--- src/rtl/adc_result_reader.sv ---
// Host-side reader for the SAR-ADC core: drives its config words and reset,
// synchronises the conversion strobe and buffers results in a FWFT FIFO.
module adc_result_reader #(
    parameter int DATA_WIDTH     = 16,
    parameter int FIFO_DEPTH     = 4,
    parameter int SYNC_STAGES    = 2,
    parameter int ADC_RST_CYCLES = 4
) (
    input  logic                          clk,
    input  logic                          rst,
    input  logic                          conv_finished_in,
    input  logic [DATA_WIDTH-1:0]         result_in,
    input  logic                          cfg_wr_en_in,
    input  logic                          cfg_addr_in,
    input  logic [DATA_WIDTH-1:0]         cfg_wdata_in,
    output logic [DATA_WIDTH-1:0]         config_1_out,
    output logic [DATA_WIDTH-1:0]         config_2_out,
    output logic                          adc_rst_n_out,
    input  logic                          clear_in,
    input  logic                          rd_ready_in,
    output logic                          rd_valid_out,
    output logic [DATA_WIDTH-1:0]         rd_data_out,
    output logic [$clog2(FIFO_DEPTH):0]   fifo_level_out,
    output logic                          overflow_out,
    output logic [15:0]                   sample_count_out
);

    localparam int PTR_W = $clog2(FIFO_DEPTH);
    localparam int LVL_W = PTR_W + 1;
    localparam int CNT_W = $clog2(ADC_RST_CYCLES + 1);
    localparam logic [LVL_W-1:0] FULL_LEVEL = LVL_W'(FIFO_DEPTH);
    localparam logic [CNT_W-1:0] RST_LOAD   = CNT_W'(ADC_RST_CYCLES);

    typedef enum logic {
        HOLD,
        RUN
    } seq_state_t;

    seq_state_t state, next_state;
    logic [CNT_W-1:0] hold_cnt;

    logic [DATA_WIDTH-1:0] cfg_1, cfg_2;

    logic [SYNC_STAGES-1:0] sync_q;
    logic                   delayed_q;
    logic                   push;

    logic [DATA_WIDTH-1:0] mem [FIFO_DEPTH];
    logic [PTR_W-1:0]      wr_ptr, rd_ptr;
    logic [LVL_W-1:0]      level;
    logic                  overflow;
    logic [15:0]           sample_count;
    logic                  fifo_full, fifo_valid, pop, accept, do_pop, drop;

    always_ff @(posedge clk or posedge rst) begin
        if (rst) begin
            cfg_1 <= '0;
            cfg_2 <= '0;
        end else if (cfg_wr_en_in) begin
            if (cfg_addr_in) cfg_2 <= cfg_wdata_in;
            else             cfg_1 <= cfg_wdata_in;
        end
    end

    always_ff @(posedge clk or posedge rst) begin
        if (rst) state <= HOLD;
        else     state <= next_state;
    end

    // Any config write reloads the hold count, restarting a hold in progress.
    always_ff @(posedge clk or posedge rst) begin
        if (rst)
            hold_cnt <= RST_LOAD;
        else if (cfg_wr_en_in)
            hold_cnt <= RST_LOAD;
        else if (state == HOLD && hold_cnt != '0)
            hold_cnt <= hold_cnt - 1'b1;
    end

    always_comb begin
        next_state = state;
        case (state)
            HOLD:    if (hold_cnt <= CNT_W'(1)) next_state = RUN;
            RUN:     next_state = RUN;
            default: next_state = HOLD;
        endcase
        if (cfg_wr_en_in) next_state = HOLD;
    end

    always_comb begin
        adc_rst_n_out = 1'b0;
        if (state == RUN) adc_rst_n_out = 1'b1;
    end

    always_ff @(posedge clk or posedge rst) begin
        if (rst) begin
            sync_q    <= '0;
            delayed_q <= 1'b0;
        end else begin
            sync_q    <= {sync_q[SYNC_STAGES-2:0], conv_finished_in};
            delayed_q <= sync_q[SYNC_STAGES-1];
        end
    end

    assign push = sync_q[SYNC_STAGES-1] & ~delayed_q & adc_rst_n_out;

    assign fifo_full  = (level == FULL_LEVEL);
    assign fifo_valid = (level != '0);
    assign pop        = fifo_valid & rd_ready_in;
    // A full FIFO still accepts a push when the head leaves on the same edge.
    assign accept     = push & (~fifo_full | pop) & ~clear_in;
    assign do_pop     = pop & ~clear_in;
    assign drop       = push & fifo_full & ~pop & ~clear_in;

    always_ff @(posedge clk) begin
        if (accept) mem[wr_ptr] <= result_in;
    end

    always_ff @(posedge clk or posedge rst) begin
        if (rst) begin
            wr_ptr       <= '0;
            rd_ptr       <= '0;
            level        <= '0;
            overflow     <= 1'b0;
            sample_count <= '0;
        end else if (clear_in) begin
            wr_ptr       <= '0;
            rd_ptr       <= '0;
            level        <= '0;
            overflow     <= 1'b0;
            sample_count <= '0;
        end else begin
            if (accept) begin
                wr_ptr       <= wr_ptr + 1'b1;
                sample_count <= sample_count + 16'd1;
            end
            if (do_pop) rd_ptr <= rd_ptr + 1'b1;
            if (drop)   overflow <= 1'b1;
            case ({accept, do_pop})
                2'b10:   level <= level + 1'b1;
                2'b01:   level <= level - 1'b1;
                default: level <= level;
            endcase
        end
    end

    assign config_1_out     = cfg_1;
    assign config_2_out     = cfg_2;
    assign rd_valid_out     = fifo_valid;
    assign rd_data_out      = fifo_valid ? mem[rd_ptr] : '0;
    assign fifo_level_out   = level;
    assign overflow_out     = overflow;
    assign sample_count_out = sample_count;

endmodule

--- config.mk ---
export PLATFORM = sky130hd
export DESIGN_NAME = adc_result_reader
export DESIGN_NICKNAME = d
export VERILOG_FILES = /design/src/rtl/adc_result_reader.sv
export SDC_FILE = /design/constraint.sdc
export NUM_CORES = 1
export LEC_CHECK = 0
export ABC_AREA = 0
export ABC_CLOCK_PERIOD_IN_PS = 2300
export CORE_MARGIN = 3
export CORE_UTILIZATION = 44
export CTS_CLUSTER_SIZE = 30
export DETAILED_ROUTE_END_ITERATION = 8
export PLACE_DENSITY = 0.7
export SYNTH_ARGS = -nofsm -noshare
export SYNTH_HDL_FRONTEND = slang
export SYNTH_SLANG_ARGS = --single-unit
--- constraint.sdc ---
create_clock -name clk -period 2.3 [get_ports clk]
set_input_delay 0.23 -clock clk [delete_from_list [all_inputs] [get_ports clk]]
set_output_delay 0.23 -clock clk [all_outputs]
set_load 0.05 [all_outputs]
After elaboration in Yosys (flattened, before gate mapping):

Memories as Yosys holds them, arrays and structs flattened.
Index checks and enable logic that the tools add are counted.

* logic and storage cells: 67
* output and inout bits: 70
* memory bits (writable): 64
* bits in registers: 63
* input port bits: 39
* memories: 1

Memory list
* mem: words 4, bits a word 16, read ports 1, clocked after Yosys merged registers in 0, write ports 1, RTL line 48 `logic [DATA_WIDTH-1:0] mem [FIFO_DEPTH];`

* add/subtract/negate cells: 6
* multiplexer cells: 19
* equality and inequality tests: 3
* magnitude comparators: 1
* bitwise logic cells: 16
* reductions and logical operators: 10

Operators with widths (count)
* 2-to-1 mux 16 bit: 3
* adder 16 x 1 -> 16 bit (second input constant): 1
* bitwise AND 1 bit: 9
* 2-to-1 mux 3 bit: 3
* nonzero test 3 bit: 3
* 2-to-1 mux 2 bit: 4
* nonzero test 2 bit: 4
* 2-to-1 mux 1 bit: 7
* inverter 1 bit: 6
* one-hot mux 3 bit (2 select lines): 1
* subtractor 3 x 1 -> 3 bit (second input constant): 2
* adder 2 x 1 -> 2 bit (second input constant): 2
* AND reduction 2 bit: 2
* adder 3 x 1 -> 3 bit (second input constant): 1
* == test 3 bit (second input constant): 1
* less-or-equal comparator 3 x 1 -> 1 bit (second input constant): 1
* == test 2 x 1 -> 1 bit (second input constant): 1
* == test 2 bit (second input constant): 1
* one-hot mux 1 bit (2 select lines): 1
* logical AND 1 bit: 1
* bitwise OR 1 bit: 1

Longest topological paths before layout:

* depth after elaboration: 8
* mapped depth: 9
* mapped depth without buffers: 8

Worst setup path after synthesis:

No wires, ideal clock.

* path type: flip-flop to output port
* start point: register level[0], in the netlist fifo_level_out[0]
* end point: output port rd_data_out[10]
* path slack: -0.156 ns
* stages on the path, launching flop included: 5
* arrival: 2.226 ns
* buffers on the path: 2
* required time: 2.070 ns
* path through: dfrtp_1 or3_1 clkbuf_1 clkbuf_1 and2_1

* word-level cells in the longest chain between the ends: 2

Ends and longest elaborated chain
* start: declaration: RTL line 50 `logic [LVL_W-1:0] level;`
* start signal: assignment: RTL line 140 `2'b10: level <= level + 1'b1;`
* start signal: assignment: RTL line 141 `2'b01: level <= level - 1'b1;`
* start signal: assignment: RTL line 142 `default: level <= level;`
* nonzero test 3 bit: RTL line 108 `assign fifo_valid = (level != '0);`
* net rd_valid_out: RTL line 21 `output logic rd_valid_out,`
* 2-to-1 mux 16 bit: RTL line 150 `assign rd_data_out = fifo_valid ? mem[rd_ptr] : '0;`
* end: declaration: RTL line 22 `output logic [DATA_WIDTH-1:0] rd_data_out,`

The timed path passes the listed nets, and every way through them passes these cells.

Final worst setup path:

* start point: register rd_ptr[0]
* end point: output port rd_data_out[6]

* word-level cells in the longest chain between the ends: 2

Ends and longest elaborated chain
* start: declaration: RTL line 49 `logic [PTR_W-1:0] wr_ptr, rd_ptr;`
* start signal: assignment: RTL line 137 `if (do_pop) rd_ptr <= rd_ptr + 1'b1;`
* memory (4 x 16 bit)
* 2-to-1 mux 16 bit: RTL line 150

Every way passes these cells.

==> run_results.csv <==
group,metric,value,unit
setup_path,cp_slowest_cell,"mux4_2",
clocking,clock_latency,0.41,ns
timing,drv_slew,0,
clocking,tritoncts,"built",
timing,tightest_slew,0.5499,ns
setup_path,worstSetupEndpointType,"output port",
timing,setup_viol,0,
setup_path,required,2.07,ns
yosys,synth_top_area_share,36.68,%
setup_path,cp_max_fo,13,
timing,rsz0062_at_grt,"false",
setup_path,cp_cell_sequence,"buf_4 -> mux4_2 -> and2_1 -> buf_4",
yosys,synthFlopType,"edfxtp_1",
die,start_util,45.50,%
setup_path,cp.arrival,1.94,ns
clocking,cts_max_level,4,
timing,relSlewSlack,63.24,%
die,die_y,115.1,um
grt,gr-total-overflow,0,
run,drv_cap,0,
yosys,synthTopCellsByArea,"edfxtp_1 37%, dfrtp_1 30%, mux2_2 7.3%",
cells_and_area,fin_cells,622,
yosys,yosys.area.top_type,"edfxtp_1",
yosys,ys_types,40,
die,coreArea,11520,um^2
clocking,cts_resized,0,
yosys,syn_inst,337,
yosys,synth_area,5240,um^2
yosys,synth_seq_cells,127,
setup_path,start_kind,"flip-flop",
placed_design,port_buffers,108,
grt,grt_antenna_before_repair,0,
setup_path,critPathBufInv,2,
power,irDropWorstVdd,0.6216,mV
yosys,synth_nets,385,
setup_path,critPathKind,"reg2out",
timing,setup_tns,0,ns
clocking,holdBufCountCts,0,
routing,drc_errors,0,
timing,finClkSkew,0.007091,ns
routing,viasPerCell,5.190,
grt,grt_pass1_wl,17240,um
timing,period_share,94.19,%
clocking,cts_setup_buffers,0,
setup_path,cp_common_cell,"buf_4",
routing,drtAntennaViolNets,0,
clocking,numCtsBuffers,17,
routing,via_count,3228,
timing,hold_violations,0,
placed_design,dpl.hpwl,7032,um
grt,track_usage,17.03,%
clocking,clock_path_buffers,2,
yosys,async_flop_share,49.61,%
setup_path,cpLargestDelayFamily,"multiplexers",
power,power_density,1047,nW/um^2
cells_and_area,drive_above_1_share,25.26,%
die,boundaryPins,109,
cells_and_area,nets,514,
routing,drtIter0Drc,143,
clocking,root_buffer,"clkbuf_16",
yosys,synth_edf_count,64,
timing,clock.fmax,461.6,MHz
die,dieArea,13250,um^2
min_path,min-delay-path-class,"in2async",
timing,min_period,2.166,ns
yosys,yosys_warnings,0,
routing,drt_first_pass_iters,4,
die,rows,39,
placed_design,gp_congestion,0.7808,
routing,avgRoutedWirePerCell,16.89,um
cells_and_area,syn_to_final_growth,38.71,%
die,die_w,115.1,um
grt,grt_max_degree,64,
placed_design,dp_cells,590,
yosys,synth_area_per_cell,15.55,um^2
yosys,yosysSeqAreaShare,66.79,%
routing,drt_wl_total,10510,um
clocking,cts.sinks,127,
cells_and_area,antenna_cells,0,
timing,timing.hold.ws,0.2101,ns
grt,grt_pass1_vias,3376,
status,status,"completed",
setup_path,critPathMaxStageDelay,0.53,ns
clocking,clkTransAtPathRegs,0.05,ns
power,power.leakage,2.788,nW
## cells by family after synthesis
family	share of synthesized area, %
DFF	66.79
buffers and inverters	1.719
and+or+nand+nor	9.551
AOI/OAI and AO/OA	2.746
adders and majority gates	2.292
muxes	14.57
xor gates and xnor gates	2.340
## cell usage in the layout (no fill, tap or decap), types with 2 or more instances in the layout
cell type	instances
xor2_1	3
dfrtp_1	59
mux2_2	34
nand2b_1	3
inv_1	8
or4_1	2
xnor2_1	11
nor2b_1	3
a21oi_1	10
clkinv_2	4
buf_12	5
buf_4	28
and2_1	21
clkdlybuf4s50_1	91
ha_1	8
nand2_1	7
dfrtp_2	3
clkbuf_16	17
clkbuf_1	2
bufinv_16	7
o31ai_1	3
mux2i_1	2
nand3_1	6
nand4_1	3
nor3_1	5
mux4_2	16
or3_1	5
nor2_1	20
edfxtp_1	64
o21ai_0	7
nor4_1	4
## worst paths after layout
check                                       start                 to  slack, ns  cells past startpoint
min in group clk                 conv_finished_in          sync_q[0]       0.26                      1
worst min-delay path                          rst        hold_cnt[1]       0.21                      3
worst max-delay path                    rd_ptr[0]     rd_data_out[6]       0.13                      4
max in group asynchronous                     rst        hold_cnt[2]       1.79                      3
worst max register to register  fifo_level_out[0]  fifo_level_out[2]       0.16                      8
worst min register to register          sync_q[0]          sync_q[1]       0.35                      0
## sequential cells by signal, indices dropped and copies added, names as in the netlist
register / count
hold_cnt: 3
rd_ptr: 2
config_2_out: 16
config_1_out: 16
sync_q: 2
delayed_q: 1
state: 1
fifo_level_out: 3
overflow_out: 1
sample_count_out: 16
mem: 64
wr_ptr: 2
## cells in the mapped netlist (2+ instances only)
master and count:
edfxtp_1 64, dfrtp_1 62, mux2_2 34, and2_1 21
nor2_1 20, mux4_2 16, xnor2_1 11, a21oi_1 10
clkbuf_1 10, inv_1 9, ha_1 8, nand2_1 7
o21ai_0 7, nand3_1 6, nor3_1 5, or3_1 5
nor4_1 4, buf_2 3, nand2b_1 3, nand4_1 3
nor2b_1 3, o31ai_1 3, xor2_1 3, mux2i_1 2
nor4b_1 2, or4_1 2
## stage by stage
stage                     worst slack, ns  power [W]  utilization [%]  area (um^2)
after global placement             0.1335   0.004592            57.26         6594
after global routing             0.009790   0.007910            63.11         7268
after floorplan                   0.01298   0.003983                -         5245
final                              0.1337   0.007608            63.11         7268
after CTS                         0.08389   0.007695            63.11         7268
after detailed placement          0.01649   0.004622            57.26         6594
## worst reg2reg max path, stage by stage, from the launching register on
cell	delay, ns
dfrtp_2	0.46
or3_1	0.40
nand2_1	0.15
nor3_1	0.08
fa_1	0.42
inv_1	0.09
o21ai_0	0.09
a31o_2	0.21
a31oi_1	0.15
## routing by layer
layer / global-route usage, % / vias up / share of wire, %
met5: 0 / - / 0
met3: 6.105 / 12 / 6.5
met1: 21.36 / 1620 / 43
li1: - / 1505 / -
met2: 27.08 / 91 / 49
met4: 6.886 / 0 / 1.7
## report_power, final
part	switching [W]	internal, W
Combinational	0.00118	0.000715
Clock	0.000921	0.00213
Sequential	0.000111	0.00255
Total	0.00222	0.00539
## final cells by class
cell class | count | area [um^2]
fillers | 860 | 4248
clock buffers | 19 | 432.9
flip-flops and latches | 127 | 3503
multi-input cells | 187 | 1657
clock inverters | 13 | 241.5
inverters | 9 | 33.78
well taps | 143 | 178.9
repair buffers | 124 | 1221
Note: power is estimated with default switching activity, not from simulation.
